--- src/rtl/matriz_pkg.sv ---
// Shared constants, scan state type and one-hot helpers for the LED matrix driver.
package matriz_pkg;

  localparam logic [7:0]  MODE_SET = 8'h80;
  localparam logic [7:0]  MODE_CLR = 8'h40;
  localparam int unsigned N_ROWS   = 8;

  typedef enum logic {
    BLANK = 1'b0,
    DRIVE = 1'b1
  } scan_state_t;

  function automatic logic is_onehot8(input logic [7:0] v);
    int unsigned ones;
    ones = 0;
    for (int unsigned i = 0; i < 8; i++) begin
      if (v[i]) ones++;
    end
    return (ones == 1);
  endfunction

  // Position of the set bit; only meaningful when is_onehot8() holds.
  function automatic logic [2:0] onehot_idx(input logic [7:0] v);
    logic [2:0] idx;
    idx = '0;
    for (int unsigned i = 0; i < 8; i++) begin
      if (v[i]) idx = 3'(i);
    end
    return idx;
  endfunction

  function automatic logic [7:0] row_sel(input logic [2:0] idx);
    return 8'(1) << idx;
  endfunction

endpackage

--- src/rtl/matriz_scan_driver_sync_edge.sv ---
// Two-flop synchronizer followed by a registered rising-edge detector.
module sync_edge (
  input  logic clk,
  input  logic rst_n,
  input  logic d,
  output logic pulse
);

  logic s1, s2, s3;

  always_ff @(posedge clk or negedge rst_n) begin
    if (!rst_n) begin
      s1    <= 1'b0;
      s2    <= 1'b0;
      s3    <= 1'b0;
      pulse <= 1'b0;
    end else begin
      s1    <= d;
      s2    <= s1;
      s3    <= s2;
      pulse <= s2 & ~s3;
    end
  end

endmodule

--- src/rtl/matriz_scan_driver.sv ---
// Commits decoded set/clear commands into an 8x8 frame buffer and scans it onto
// the LED matrix one row at a time with blanking between rows.
module matriz_scan_driver
  import matriz_pkg::*;
#(
  parameter int unsigned ROW_CYCLES   = 50000,
  parameter int unsigned BLANK_CYCLES = 2
) (
  input  logic       clk,
  input  logic       rst_n,
  input  logic [7:0] modo,
  input  logic [7:0] linha,
  input  logic [7:0] coluna,
  input  logic       confirma,
  output logic [7:0] row_n,
  output logic [7:0] col,
  output logic       erro
);

  localparam int unsigned MAXC = (ROW_CYCLES > BLANK_CYCLES) ? ROW_CYCLES : BLANK_CYCLES;
  localparam int unsigned CW   = (MAXC > 1) ? $clog2(MAXC) : 1;

  typedef logic [CW-1:0] cnt_t;

  localparam cnt_t ROW_LAST   = cnt_t'(ROW_CYCLES - 1);
  localparam cnt_t BLANK_LAST = cnt_t'(BLANK_CYCLES - 1);

  logic                        commit;
  logic                        cmd_valid;
  logic [N_ROWS-1:0][7:0]      frame;
  scan_state_t                 state, state_nxt;
  cnt_t                        cnt, cnt_nxt;
  logic [2:0]                  row_idx, row_nxt;

  sync_edge u_sync (
    .clk   (clk),
    .rst_n (rst_n),
    .d     (confirma),
    .pulse (commit)
  );

  assign cmd_valid = ((modo == MODE_SET) || (modo == MODE_CLR)) &&
                     is_onehot8(linha) && is_onehot8(coluna);

  always_ff @(posedge clk or negedge rst_n) begin
    if (!rst_n) begin
      frame <= '0;
      erro  <= 1'b0;
    end else begin
      erro <= commit & ~cmd_valid;
      if (commit && cmd_valid)
        frame[onehot_idx(linha)][onehot_idx(coluna)] <= (modo == MODE_SET);
    end
  end

  always_comb begin
    state_nxt = state;
    cnt_nxt   = cnt + cnt_t'(1);
    row_nxt   = row_idx;
    unique case (state)
      BLANK: begin
        if (cnt == BLANK_LAST) begin
          state_nxt = DRIVE;
          cnt_nxt   = '0;
        end
      end
      DRIVE: begin
        if (cnt == ROW_LAST) begin
          state_nxt = BLANK;
          cnt_nxt   = '0;
          row_nxt   = row_idx + 3'd1;
        end
      end
      default: begin
        state_nxt = BLANK;
        cnt_nxt   = '0;
      end
    endcase
  end

  // Outputs are registered from the next-state values so the pins line up with
  // the state register instead of lagging it by a cycle.
  always_ff @(posedge clk or negedge rst_n) begin
    if (!rst_n) begin
      state   <= BLANK;
      cnt     <= '0;
      row_idx <= '0;
      row_n   <= '1;
      col     <= '0;
    end else begin
      state   <= state_nxt;
      cnt     <= cnt_nxt;
      row_idx <= row_nxt;
      if (state_nxt == DRIVE) begin
        row_n <= ~row_sel(row_nxt);
        col   <= frame[row_nxt];
      end else begin
        row_n <= '1;
        col   <= '0;
      end
    end
  end

endmodule

--- config.mk ---
export PLATFORM = sky130hd
export DESIGN_NAME = matriz_scan_driver
export DESIGN_NICKNAME = d
export VERILOG_FILES = /design/src/rtl/matriz_pkg.sv /design/src/rtl/matriz_scan_driver_sync_edge.sv /design/src/rtl/matriz_scan_driver.sv
export SDC_FILE = /design/constraint.sdc
export NUM_CORES = 1
export LEC_CHECK = 0
export CAP_MARGIN = 5
export CORE_ASPECT_RATIO = 0.6
export CORE_MARGIN = 1.5
export CORE_UTILIZATION = 41
export CTS_CLUSTER_SIZE = 40
export DETAILED_ROUTE_END_ITERATION = 8
export PLACE_DENSITY = 0.63
export SLEW_MARGIN = 15
export SYNTH_ARGS = -nofsm -noshare
export SYNTH_HDL_FRONTEND = slang
export SYNTH_HIERARCHICAL = 1
export SYNTH_SLANG_ARGS = --single-unit
--- constraint.sdc ---
create_clock -name clk -period 2.88 [get_ports clk]
set_input_delay 0.864 -clock clk [delete_from_list [all_inputs] [get_ports clk]]
set_output_delay 0.864 -clock clk [all_outputs]
set_load 0.005 [all_outputs]
## Yosys cells after proc, flatten, opt, wreduce, memory -nomap -nowiden

Cells that the tools add are included.

- Reduce and logical (&&, ||, !) cells: 6
- Shifts and indexed selects: 1
- Add/subtract/negate cells: 16
- Muxes and demuxes: 49
- Equality and inequality tests: 6
- $lt $le $gt $ge: 5
- Bitwise logic cells: 6

Operators with widths:

| cell | count |
|---|---|
| 32-bit by 1-bit adder with 32-bit output (second input constant) | 14 |
| 32-bit 2-to-1 mux | 14 |
| 64-bit bitwise mux | 1 |
| 32-bit by 1-bit equality test with 1-bit output (second input constant) | 2 |
| 3-bit 2-to-1 mux | 16 |
| 16-bit 2-to-1 mux | 2 |
| 8-bit 2-to-1 mux | 4 |
| 16-bit one-hot mux with 2 select lines | 1 |
| 8-bit binary-select mux with 3-bit select | 1 |
| 8-bit demux with 3-bit select | 1 |
| 16-bit by 1-bit adder with 16-bit output (second input constant) | 1 |
| 16-bit by 1-bit equality test with 1-bit output (second input constant) | 1 |
| 16-bit equality test (second input constant) | 1 |
| 3-bit by 4-bit less-than comparator with 1-bit output (second input constant) | 3 |
| 8-bit by 7-bit equality test with 1-bit output (second input constant) | 1 |
| 8-bit equality test (second input constant) | 1 |
| 8-bit inverter | 1 |
| 1-bit by 3-bit << shifter with 8-bit output (first input constant) | 1 |
| 1-bit 2-to-1 mux | 7 |
| 3-bit by 1-bit >= comparator with 1-bit output (second input constant) | 2 |
| 1-bit logical AND | 5 |
| 3-bit by 1-bit adder with 3-bit output (second input constant) | 1 |
| 1-bit demux with 3-bit select | 1 |
| 1-bit inverter | 3 |
| 3 further kinds | 4 |

- Bits of input ports: 27
- Logic and storage cells: 107
- Output and inout bits: 17
- Bits in registers: 105

## Logic depth before layout (Yosys ltp)

Gate-level depths: netlist (run 1).

- Depth in word-level cells: 27
- Mapped depth: 26
- Gate-level depth less buffers: 25

## Hierarchy

The synthesis (run 1) kept the hierarchy.

By module, submodules not included:

| module | instances | area an instance (µm²) | cells an instance | sequential area each (µm²) |
|---|---|---|---|---|
| matriz_scan_driver | 1 | 6376.1 | 651 | 2537.4 |
| sync_edge | 1 | 113.9 | 5 | 100.1 |

## Worst setup path after synthesis (run 1)

Ideal clock, no wire load.

- Kind: input -> register
- Start point: in coluna[0]
- End point: reg frame[10] (netlist name)
- Required time: 2.752 ns
- Path buffers: 1
- Path slack: -2.510 ns
- Stages on the path: 20
- Arrival time: 5.262 ns
- Cells stage by stage: inv_1 ha_1 xor2_1 ha_1 mux2_2 ha_1 mux2_2 ha_1 nand2_1 a21bo_2 ha_1 nand2b_1 o21a_1 ha_1 nand2b_1 a211oi_2 nand4_4 buf_6 nor4_1 mux2_1

- Longest elaborated chain between the ends: 18

RTL lines:

| what | RTL line | RTL |
|---|---|---|
| from (decl) | matriz_scan_driver.sv:13 | `input logic [7:0] coluna,` |
| 1-bit 2-to-1 mux * | matriz_pkg.sv:17 | `if (v[i]) ones++;` |
| 32-bit by 1-bit adder with 32-bit output | matriz_pkg.sv:17 |  |
| 32-bit 2-to-1 mux * | matriz_pkg.sv:17 |  |
| 32-bit by 1-bit adder with 32-bit output | matriz_pkg.sv:17 |  |
| 32-bit 2-to-1 mux * | matriz_pkg.sv:17 |  |
| 32-bit by 1-bit adder with 32-bit output | matriz_pkg.sv:17 |  |
| 32-bit 2-to-1 mux * | matriz_pkg.sv:17 |  |
| 32-bit by 1-bit adder with 32-bit output | matriz_pkg.sv:17 |  |
| (+2 left out) | -- |  |
| 32-bit 2-to-1 mux * | matriz_pkg.sv:17 |  |
| 32-bit by 1-bit adder with 32-bit output | matriz_pkg.sv:17 |  |
| 32-bit 2-to-1 mux * | matriz_pkg.sv:17 |  |
| 32-bit by 1-bit adder with 32-bit output | matriz_pkg.sv:17 |  |
| 32-bit 2-to-1 mux * | matriz_pkg.sv:17 |  |
| 32-bit by 1-bit equality test with 1-bit output * | matriz_pkg.sv:19 | `return (ones == 1);` |
| 1-bit logical AND * | matriz_scan_driver.sv:43 | `is_onehot8(linha) && is_onehot8(coluna);` |
| 1-bit logical AND * | matriz_scan_driver.sv:51 | `if (commit && cmd_valid)` |
| to (signal, indexed assignment) | matriz_scan_driver.sv:52 | `frame[onehot_idx(linha)][onehot_idx(coluna)] <= (modo == MODE_SET);` |
| to (decl) | matriz_scan_driver.sv:30 | `logic [N_ROWS-1:0][7:0] frame;` |

Mark *: on every way between the ends. The rest lies on a longest branch, timed or not.
A chain may end at the register's enable or synchronous reset.

## Worst setup path in the final report (run 1)

- Start point: in coluna[1]
- End point: reg frame[43] (netlist name)

- Longest elaborated chain between the ends: 16
- Elaborated cells between the ends (all ways): 32

RTL lines:

| what | RTL line |
|---|---|
| 32-bit 2-to-1 mux | matriz_pkg.sv:17 |
| 32-bit by 1-bit adder with 32-bit output | matriz_pkg.sv:17 |
| 32-bit 2-to-1 mux | matriz_pkg.sv:17 |
| 32-bit by 1-bit adder with 32-bit output | matriz_pkg.sv:17 |
| 32-bit 2-to-1 mux | matriz_pkg.sv:17 |
| 32-bit by 1-bit adder with 32-bit output | matriz_pkg.sv:17 |
| 32-bit 2-to-1 mux | matriz_pkg.sv:17 |
| 32-bit by 1-bit adder with 32-bit output | matriz_pkg.sv:17 |
| 32-bit 2-to-1 mux | matriz_pkg.sv:17 |
| 32-bit by 1-bit adder with 32-bit output | matriz_pkg.sv:17 |
| 32-bit 2-to-1 mux | matriz_pkg.sv:17 |
| 32-bit by 1-bit adder with 32-bit output | matriz_pkg.sv:17 |
| 32-bit 2-to-1 mux | matriz_pkg.sv:17 |
| 32-bit by 1-bit equality test with 1-bit output | matriz_pkg.sv:19 |
| 1-bit logical AND | matriz_scan_driver.sv:43 |
| 1-bit logical AND | matriz_scan_driver.sv:51 |

Parallel ways exist; a longest one is shown, timed or not. The select of a mux whose other input is x is not followed.

==> results of run 1 <==
state kept, by name (all words and copies together) (netlist names):
register,count
cnt,16
u_sync/s1,1
u_sync/pulse,1
u_sync/s3,1
frame,64
row_n,8
u_sync/s2,1
state,1
col,8
row_idx,3
erro,1
layout by cell type, fill, tap and decap left out, types with 6 or more instances in the layout:
cell type and instances:
xnor2_1 13, ha_4 7, mux2_2 13, mux2_1 7
buf_6 15, xor2_1 12, nand3_1 49, inv_1 11
nor3_1 17, nand2_1 87, clkdlybuf4s50_1 36, nor2_1 24
nor4_4 41, buf_4 118, o22ai_1 6, ha_1 9
clkbuf_16 9, nor3_4 11, buf_12 19, dfrtp_1 97
and3_1 13, mux2_4 46, dfstp_2 8
cells by family (layout without fill, tap and decap cells):
group                      Yosys count  after routing  share of synthesized area [%]
and+or+nand+nor                    302            302                          25.47
DFF                                105            105                          40.64
muxes                               68             68                          11.76
AOI/OAI and AO/OA                   64             64                          7.673
buffers and inverters               62            230                          4.318
xor gates and xnor gates            38             38                          6.864
adders and majority gates           17             17                          3.277
synthesized netlist by cell type, drive strengths merged (3+ instances only):
library cell	count	area, sq um
nand2b	4	25.02
a32o	5	50.05
and3	14	87.58
nor4	42	356.6
nand4	6	52.55
xor2	16	158.9
inv	17	63.81
ha	17	212.7
dfstp	8	210.2
and3b	3	26.28
nor2b	6	45.04
xnor2	17	171.4
buf	18	115.1
a211oi	6	60.06
or4	3	26.27
clkbuf	25	93.84
or2	6	37.54
nand2	91	341.6
nand3	51	255.2
nor2	29	108.9
o21ai	8	40.04
a21oi	4	20.02
xnor3	5	115.1
or4b	3	30.03
o221ai	5	43.79
o31ai	3	22.52
mux2	66	743.2
dfrtp	97	2427
o22ai	6	37.54
a31oi	5	31.28
nor3	28	140.1
or3	5	31.28
final timing paths:
check,startpoint,to,slack [ns],cells past startpoint
max,coluna[1],frame[43]$_DFFE_PN0P_,-2.23,24
min,u_sync/s1$_DFF_PN0_,u_sync/s2$_DFF_PN0_,0.36,0
max reg2reg,cnt[11]$_DFF_PN0_,col[1]$_DFF_PN0_,0.16,8
min reg2reg,u_sync/s1$_DFF_PN0_,u_sync/s2$_DFF_PN0_,0.36,0
max in group asynchronous,rst_n,col[2]$_DFF_PN0_,1.72,2
min in group asynchronous,rst_n,col[7]$_DFF_PN0_,0.50,1
per-stage QoR:
step	hold slack, ns	setup slack, ns
3_3_place_gp	0.3404	-2.954
3_5_place_dp	0.3425	-3.170
4_1_cts	0.3658	-2.189
2_1_floorplan	0.3312	-2.320
6_report	0.3606	-2.233
5_1_grt	0.3734	-2.398
worst max-delay path, cell delays in order:
cell and delay [ns]:
buf_6 0.10, inv_4 0.05, ha_4 0.20, xor2_2 0.15
ha_1 0.31, mux2_4 0.28, ha_4 0.24, mux2_4 0.29
ha_4 0.26, nand2_4 0.05, a21bo_4 0.24, ha_4 0.20
nand2b_4 0.14, o21a_1 0.11, ha_1 0.29, nand2b_4 0.14
a211oi_2 0.18, buf_4 0.16, buf_6 0.10, nand4_4 0.13
buf_4 0.19, buf_12 0.15, nor4_4 0.17, mux2_4 0.34
routing by layer:
layer,vias to the layer above,wire [um],GRT usage [%]
li1,2709,-,-
met1,2964,9287,37.04
met2,199,9086,38.56
met3,30,1451,6.458
met4,0,235,5.975
met5,-,0,0
what timing repair did:
| action | CTS | global route |
|---|---|---|
| gates resized for setup | 172 | 40 |
| setup buffers | 21 | 16 |
| cloned | 5 | 0 |
| setup endpoints to repair | 65 | 73 |
| pin swaps | 65 | 18 |
where the power goes:
| group | switching (mW) | internal, mW |
|---|---|---|
| clock | 0.564 | 0.621 |
| sequential | 0.00240 | 1.48 |
| combinational | 0.819 | 0.825 |
layout make-up:
type / instances / area (sq um)
Clock buffer: 10 / 239.0
Tap cell: 203 / 254.0
Fill cell: 1153 / 5519
Multi-Input combinational cell: 489 / 4712
Clock inverter: 6 / 50.05
Sequential cell: 105 / 2638
Inverter: 19 / 91.34
Timing Repair Buffer: 195 / 1912
==> results.py, run 1 <==
metrics = {
    "floorplan": {
        "die-area_sq_um": 16620,
        "num_rows": 35,
        "start_util_pct": 42.10,
        "die_x_um": 165.4,
        "die_y_um": 100.5,
        "core_area_sq_um": 15410,
        "ios": 44,
    },
    "synthesis": {
        "yosysSeqAreaShare_pct": 40.64,
        "synth-seq-cells": 105,
        "yosys_warnings": 6,
        "synth_cell_type_count": 70,
        "synth_cells": 656,
        "async_reset_ff_share_pct": 100.0,
        "synth_edf_count": 0,
        "synthesis.area_sq_um": 6490,
        "synth_nets": 700,
        "synth_ff_type": "dfrtp_1",
        "postSynthAreaPerCell_sq_um": 9.893,
    },
    "layout": {
        "stdcell_area_sq_um": 9896,
        "syn2layout_area_growth_pct": 52.48,
        "drive_gt1_share_pct": 43.93,
        "fin_util_pct": 64.20,
        "nNetsFinal": 863,
        "antenna_cells": 0,
        "fin_cells": 1027,
    },
    "power": {
        "irDropWorstVdd_uv": 291.6,
        "power.leakage_nw": 4.370,
        "pwr_density_cell_nw_per_um2": 435.4,
        "finalPower_mw": 4.308,
    },
    "hold_path": {
        "hold_path_class": "register to register",
    },
    "setup_path": {
        "cp.required_ns": 3.10,
        "path_max_fanout": 8,
        "end_kind": "register",
        "worst-setup-path-type": "primary input to register",
        "start_kind": "primary input",
        "crit_arrival_ns": 5.34,
    },
    "clocking": {
        "clock-sinks": 105,
        "root_buffer": "clkbuf_16",
        "cts_buffers": 9,
        "cts_buffer_depth": 2,
        "holdBufCountCts": 0,
        "clkTransAtPathRegs_ns": 0.07,
        "h-tree-depth": 3,
        "cts_tree": "done",
        "clock_latency_ns": 0.34,
    },
    "global_routing": {
        "grt_pass1_wl_mm": 32.64,
        "grt_max_degree": 65,
        "antenna_found_initial": 0,
        "grt_usage_pct": 25.62,
        "grt_pass1_vias": 6071,
        "overflow": 0,
    },
    "detailed_routing": {
        "vias": 5902,
        "wl_per_cell_um": 19.53,
        "wl_mm": 20.06,
        "vias_per_cell": 5.747,
        "first_pass_iters": 5,
        "first_iter_violations": 572,
        "remaining_drc_errors": 0,
        "drtAntennaViolNets": 0,
    },
    "placed_design": {
        "dp.cells": 976,
        "hpwl_mm": 13.03,
        "place_congestion": 0.8593,
        "portBuffers": 43,
        "placedInstanceArea_sq_um": 8356,
    },
    "flow_run": {
        "maxCapViolCount": 0,
    },
    "sta": {
        "fmax_mhz": 195.6,
        "worst_slack_ns": -2.233,
        "hold_violations": 0,
        "layout_min_cycle_time_ns": 5.113,
        "rsz0062_at_grt": "true",
        "slew_viol_final": 0,
        "worst_slew_pin_slew_ns": 0.8226,
        "setup-tns-final_ns": -137.16,
        "finalCritPeriodShare_pct": 177.5,
        "relSlewSlack_pct": 45.03,
        "finalSetupViolCount": 65,
        "fin_skew_ns": 0.007884,
    },
    "run_status": {
        "violations": "negative setup slack",
        "status": "complete, but fails checks",
    },
}
No activity file was read; power rests on OpenSTA's default activity.
==> inputs of run 2 (changes only) <==
- SYNTH_HIERARCHICAL: 1 -> unset
==> results.py, run 2 <==
metrics = {
    "run_status": {
        "status": "complete, but fails checks",
        "violations": "negative setup slack",
    },
    "layout": {
        "layout_common_cells": "130 x buf_4, 97 x dfrtp_1, 79 x nand2_1",
        "regMostFlops": "frame",
        "final_common_cell": "buf_4",
        "fin_cells": 1025,
        "syn2layout_area_growth_pct": 56.79,
        "largest_reg_flops": 64,
        "nNetsFinal": 866,
        "fin_util_pct": 66.70,
        "top_regs": "frame x64, cnt x16",
        "antenna_cells": 0,
        "drive_gt1_share_pct": 44.14,
    },
    "clocking": {
        "root_buffer": "clkbuf_16",
        "h-tree-depth": 3,
        "cts_tree": "done",
        "cts_buffers": 9,
        "clock-sinks": 105,
        "holdBufCountCts": 0,
        "clock_latency_ns": 0.36,
        "clkTransAtPathRegs_ns": 0.07,
        "cts_buffer_depth": 2,
    },
    "synthesis": {
        "synth_simple_gate_area_share_pct": 22.30,
        "synthesis.area_sq_um": 6243,
        "synth-seq-cells": 105,
        "synth_ff_type": "dfrtp_1",
        "synth_cell_type_count": 59,
        "synth_xor_area_share_pct": 7.034,
        "synthAdderAreaFrac_pct": 3.407,
        "yosys-top-cells-count": "97 x dfrtp_1, 90 x nand2_1, 46 x nor4_1",
        "synth_mux_area_share_pct": 12.36,
        "postSynthAreaPerCell_sq_um": 9.547,
        "synth_edf_count": 0,
        "yosys_warnings": 0,
        "synth_compound_area_share_pct": 8.056,
        "synth_nets": 698,
        "yosysSeqAreaShare_pct": 42.24,
        "synth_cells": 654,
        "synth.most_common_cell": "dfrtp_1",
        "async_reset_ff_share_pct": 100.0,
        "synth_top_family_by_area": "simple AND/OR/NAND/NOR gates",
        "yosys-top-cells-area": "dfrtp_1 39%, mux2_1 7.8%, nand2_1 5.4%",
        "synth_top_cell_by_area": "dfrtp_1",
        "yosysTopAreaCellShare_pct": 38.88,
    },
    "flow_run": {
        "maxCapViolCount": 0,
    },
    "setup_path": {
        "crit_arrival_ns": 5.82,
        "cp.required_ns": 3.12,
        "endpoint": "frame[45]$_DFFE_PN0P_",
        "end_kind": "register",
        "crit_start": "coluna[1]",
        "r2r-start": "cnt[11]$_DFF_PN0_",
        "r2r_slack_ns": 0.18,
        "reg2reg_to": "col[6]$_DFF_PN0_",
        "start_kind": "primary input",
        "worst-setup-path-type": "primary input to register",
        "rr_worst_depth": 10,
        "path_max_fanout": 9,
    },
    "power": {
        "finalPower_mw": 4.149,
        "sequentialPowerShare_pct": 35.7,
        "clock_power_share_pct": 28.7,
        "sw_frac_of_total_pct": 33.63,
        "pwr_density_cell_nw_per_um2": 423.8,
        "switchingPower_mw": 1.395,
        "intPower_mw": 2.753,
        "power.leakage_nw": 4.476,
        "irDropWorstVdd_uv": 294.3,
        "p_comb_share_pct": 35.6,
    },
    "detailed_routing": {
        "vias": 5788,
        "drtAntennaViolNets": 0,
        "wl_per_cell_um": 19.42,
        "remaining_drc_errors": 0,
        "wl_mm": 19.90,
        "first_pass_iters": 7,
        "first_iter_violations": 388,
        "vias_per_cell": 5.647,
    },
    "sta": {
        "rsz0062_at_grt": "true",
        "finalCritPeriodShare_pct": 193.7,
        "worst_slack_ns": -2.698,
        "relSlewSlack_pct": 45.51,
        "slew_viol_final": 0,
        "hold_violations": 0,
        "setup-tns-final_ns": -168.72,
        "finalSetupViolCount": 65,
        "fin_skew_ns": 0.006666,
        "fmax_mhz": 179.3,
        "worst_slew_pin_slew_ns": 0.8154,
        "layout_min_cycle_time_ns": 5.578,
        "whs_ns": 0.3504,
    },
    "hold_path": {
        "hold_path_class": "register to register",
    },
    "floorplan": {
        "start_util_pct": 42.54,
        "die-area_sq_um": 16000,
        "ios": 44,
        "num_rows": 34,
        "core_area_sq_um": 14680,
        "die_x_um": 162.3,
        "die_y_um": 98.59,
    },
    "placed_design": {
        "dp.cells": 982,
        "portBuffers": 43,
        "hpwl_mm": 12.91,
        "place_congestion": 0.9147,
    },
    "global_routing": {
        "grt_pass1_wl_mm": 31.63,
        "grt_pass1_vias": 5846,
        "antenna_found_initial": 0,
        "grt_max_degree": 65,
        "grt_usage_pct": 25.16,
        "overflow": 0,
    },
}
run 2: worst min-delay path by stage:
stage                           to  cells past startpoint  slack (ns)           startpoint
2_1_floorplan  u_sync.s2$_DFF_PN0_                      0        0.33  u_sync.s1$_DFF_PN0_
3_3_place_gp   u_sync.s2$_DFF_PN0_                      0        0.34  u_sync.s1$_DFF_PN0_
3_5_place_dp   u_sync.s2$_DFF_PN0_                      0        0.34  u_sync.s1$_DFF_PN0_
4_1_cts        u_sync.s2$_DFF_PN0_                      0        0.35  u_sync.s1$_DFF_PN0_
5_1_grt        u_sync.s2$_DFF_PN0_                      0        0.38  u_sync.s1$_DFF_PN0_
6_report       u_sync.s2$_DFF_PN0_                      0        0.35  u_sync.s1$_DFF_PN0_
run 2: per-layer routing:
metal,global-route usage (%),wire length [um],vias to the layer above
met3,6.481,1459,28
met1,37.13,9342,2897
li1,-,-,2688
met2,37.25,8850,175
met4,5.011,248,0
met5,0,0,-
run 2: repair_timing:
item                                   in CTS  in global routing
gates resized for setup                   162                 38
endpoints found under the hold margin       0                  0
pin swaps                                  38                 22
buffers inserted                           19                  3
gates cloned                                4                  2
setup endpoints to repair                  68                 73
run 2: worst max-delay path, stage by stage:
cell and delay [ns]:
dlygate4sd2_1 0.25, buf_4 0.15, ha_4 0.16, nor2_2 0.12, a21oi_2 0.05, ha_1 0.28
nand2_2 0.07, o21ai_2 0.07, ha_1 0.31, mux2_4 0.28, ha_4 0.22, inv_2 0.05
nand2_1 0.05, a22o_1 0.23, ha_4 0.28, inv_1 0.05, a21oi_2 0.12, ha_1 0.25
o32ai_2 0.13, a21oi_2 0.06, a311o_1 0.28, a2111o_2 0.48, buf_6 0.15, buf_12 0.14
buf_12 0.16, nor4_4 0.21, mux2_4 0.34
run 2: final cells by class:
class                   instances  area, sq um
repair buffers                196         1868
inverters                      22        103.9
flip-flops and latches        105         2638
clock inverters                 5        38.79
clock buffers                  11        242.7
well taps                     198        247.7
fillers                      1072         4887
multi-input cells             488         4651
run 2: logic make-up after synthesis:
group / after synthesis
AND/OR/NAND/NOR: 282
buffers and inverters: 61
XOR/XNOR: 42
AO/OA/AOI/OAI: 78
adder cells (fa/ha/maj): 17
multiplexers: 69
flip-flops: 105
run 2: per-stage QoR:
stage | area, sq um | setup WS [ns]
finish | 9789 | -2.698
global route | 9789 | -2.928
CTS | 9567 | -2.701
detailed placement | 8238 | -3.555
global placement | 8238 | -3.388
floorplan | 6723 | -2.481
run 2: power groups by stage:
stage	logic, mW	clock network, mW	registers [mW]
floorplan	0.664	0	1.51
global placement	1.09	0	1.51
detailed placement	1.13	0	1.51
CTS	1.39	1.20	1.48
global route	1.57	1.28	1.48
finish	1.48	1.19	1.48
==> inputs of run 3 (changes only) <==
- CELL_PAD_IN_SITES_DETAIL_PLACEMENT: unset -> 0
- CELL_PAD_IN_SITES_GLOBAL_PLACEMENT: unset -> 2
- CORE_UTILIZATION: 41 -> 34
- PLACE_DENSITY: 0.63 -> 0.78
- REMOVE_ABC_BUFFERS: unset -> 1
- SKIP_CTS_REPAIR_TIMING: unset -> 1
==> results.py, run 3 (same netlist as run 2, synthesis figures left out) <==
metrics = {
    "setup_path": {
        "end_kind": "register",
        "r2r-start": "cnt[0]$_DFF_PN0_",
        "worst-setup-path-type": "primary input to register",
        "crit_arrival_ns": 5.84,
        "cp.required_ns": 3.13,
        "r2r_slack_ns": 0.22,
        "rr_worst_depth": 12,
        "path_max_fanout": 5,
        "crit_start": "coluna[0]",
        "reg2reg_to": "col[1]$_DFF_PN0_",
        "start_kind": "primary input",
    },
    "hold_path": {
        "hold-path-cell-count": 0,
        "hold_path_class": "register to register",
        "holdPathEnd": "u_sync.s2$_DFF_PN0_",
        "min-delay-start": "u_sync.s1$_DFF_PN0_",
    },
    "clocking": {
        "clock_latency_ns": 0.36,
        "cts_buffers": 9,
        "cts_tree": "done",
        "root_buffer": "clkbuf_16",
        "h-tree-depth": 3,
        "clkTransAtPathRegs_ns": 0.09,
        "cts_buffer_depth": 2,
        "clock-sinks": 105,
    },
    "layout": {
        "stdcell_area_sq_um": 9522,
        "largest_reg_flops": 64,
        "nNetsFinal": 842,
        "regMostFlops": "frame",
        "layout_common_cells": "116 x buf_4, 97 x dfrtp_1, 83 x nand2_1",
        "seq_area_sq_um": 2638,
        "syn2layout_area_growth_pct": 52.50,
        "fillers": 1500,
        "fin_util_pct": 52.84,
        "antenna_cells": 0,
        "top_regs": "frame x64, cnt x16",
        "drive_gt1_share_pct": 41.10,
        "final_common_cell": "buf_4",
        "multi_input_area_sq_um": 4593,
    },
    "placed_design": {
        "place_congestion": 0.8226,
        "portBuffers": 43,
        "placedInstanceArea_sq_um": 7687,
        "hpwl_mm": 12.72,
    },
    "sta": {
        "fin_skew_ns": 0.01800,
        "layout_min_cycle_time_ns": 5.591,
        "worst_slack_ns": -2.711,
        "finalCritPeriodShare_pct": 194.1,
        "hold_violations": 0,
        "rsz0062_at_grt": "true",
        "worst_slew_pin_slew_ns": 0.8747,
        "fmax_mhz": 178.9,
        "slew_viol_final": 0,
        "relSlewSlack_pct": 41.69,
        "finalSetupViolCount": 65,
    },
    "floorplan": {
        "ios": 44,
        "die-area_sq_um": 19210,
        "num_rows": 38,
        "die_y_um": 108.0,
        "die_x_um": 177.9,
        "start_util_pct": 34.65,
        "core_area_sq_um": 18020,
    },
    "global_routing": {
        "grt_pass1_wl_mm": 27.72,
        "grt_usage_pct": 18.59,
        "antenna_found_initial": 0,
        "grt_max_degree": 65,
        "overflow": 0,
        "grt_pass1_vias": 5236,
    },
    "run_status": {
        "violations": "negative setup slack",
        "status": "complete, but fails checks",
    },
    "flow_run": {
        "maxCapViolCount": 0,
    },
    "power": {
        "finalPower_mw": 4.121,
        "pwr_density_cell_nw_per_um2": 432.8,
        "irDropWorstVdd_uv": 352.3,
        "power.leakage_nw": 4.366,
    },
    "detailed_routing": {
        "wl_per_cell_um": 18.65,
        "first_pass_iters": 4,
        "remaining_drc_errors": 0,
        "vias_per_cell": 5.409,
        "wl_mm": 19.45,
        "vias": 5642,
        "first_iter_violations": 395,
        "drtAntennaViolNets": 0,
    },
}
run 3: changes by cell type in the layout (fill, tap and decap cells not counted), moves of 3 or more:
cell            change
buf_4              -14
buf_6               -5
nand2_2             -5
buf_12              -4
nand2_1             +4
buf_16              -3
clkbuf_16           +3
dlymetal6s2s_1      +3
xor2_2              +3
run 3: cell type report:
cell class	count	share of cell area, %
Multi-Input combinational cell	488	48.24
Inverter	22	0.9198
Sequential cell	105	27.70
Clock inverter	7	0.6965
Clock buffer	9	2.365
Tap cell	240	3.154
Timing Repair Buffer	172	16.93
run 3: worst max-delay path, stage by stage:
cell	delay, ns
dlymetal6s2s_1	0.15
buf_4	0.14
ha_2	0.19
nor2_2	0.11
a21oi_2	0.05
ha_1	0.31
nand2_1	0.10
o21ai_2	0.07
ha_1	0.30
mux2_2	0.27
ha_1	0.28
inv_2	0.07
nand2_1	0.05
a22o_1	0.22
ha_4	0.28
inv_1	0.05
a21oi_2	0.13
ha_1	0.25
o32ai_2	0.14
a21oi_2	0.06
a311o_1	0.28
a2111o_2	0.50
buf_12	0.17
or4_4	0.48
mux2_4	0.32
run 3: worst max-delay path by stage:
stage / to / slack, ns / cells after the start
floorplan: frame[48]$_DFFE_PN0P_ / -3.38 / 27
global placement: frame[33]$_DFFE_PN0P_ / -3.65 / 29
detailed placement: frame[7]$_DFFE_PN0P_ / -3.78 / 29
CTS: frame[7]$_DFFE_PN0P_ / -3.44 / 29
global route: frame[59]$_DFFE_PN0P_ / -2.94 / 30
finish: frame[48]$_DFFE_PN0P_ / -2.71 / 25
run 3: power by group:
part           leakage, nW  internal, mW  switching, mW
clock network        0.145         0.614          0.628
logic                 2.82         0.595          0.805
registers             1.40          1.48        0.00110
run 3: per-stage QoR:
step / hold slack [ns] / instances / worst slack [ns] / TNS, ns
3_5_place_dp: 0.3347 / 1010 / -3.777 / -238.64
6_report: 0.3544 / 1043 / -2.711 / -168.05
3_3_place_gp: 0.3360 / 1010 / -3.647 / -230.96
2_1_floorplan: 0.3312 / 615 / -3.377 / -211.05
5_1_grt: 0.3789 / 1043 / -2.945 / -184.51
4_1_cts: 0.3550 / 1026 / -3.442 / -216.46
run 3: routing by layer:
| metal | part of all wire [%] | wire [um] | vias to the layer above | global-route usage, % |
|---|---|---|---|---|
| li1 | - | - | 2648 | - |
| met1 | 51 | 10010 | 2835 | 29.32 |
| met2 | 43 | 8367 | 144 | 25.76 |
| met3 | 4.8 | 943 | 15 | 3.797 |
| met4 | 0.63 | 123 | 0 | 3.601 |
| met5 | 0 | 0 | - | 0 |
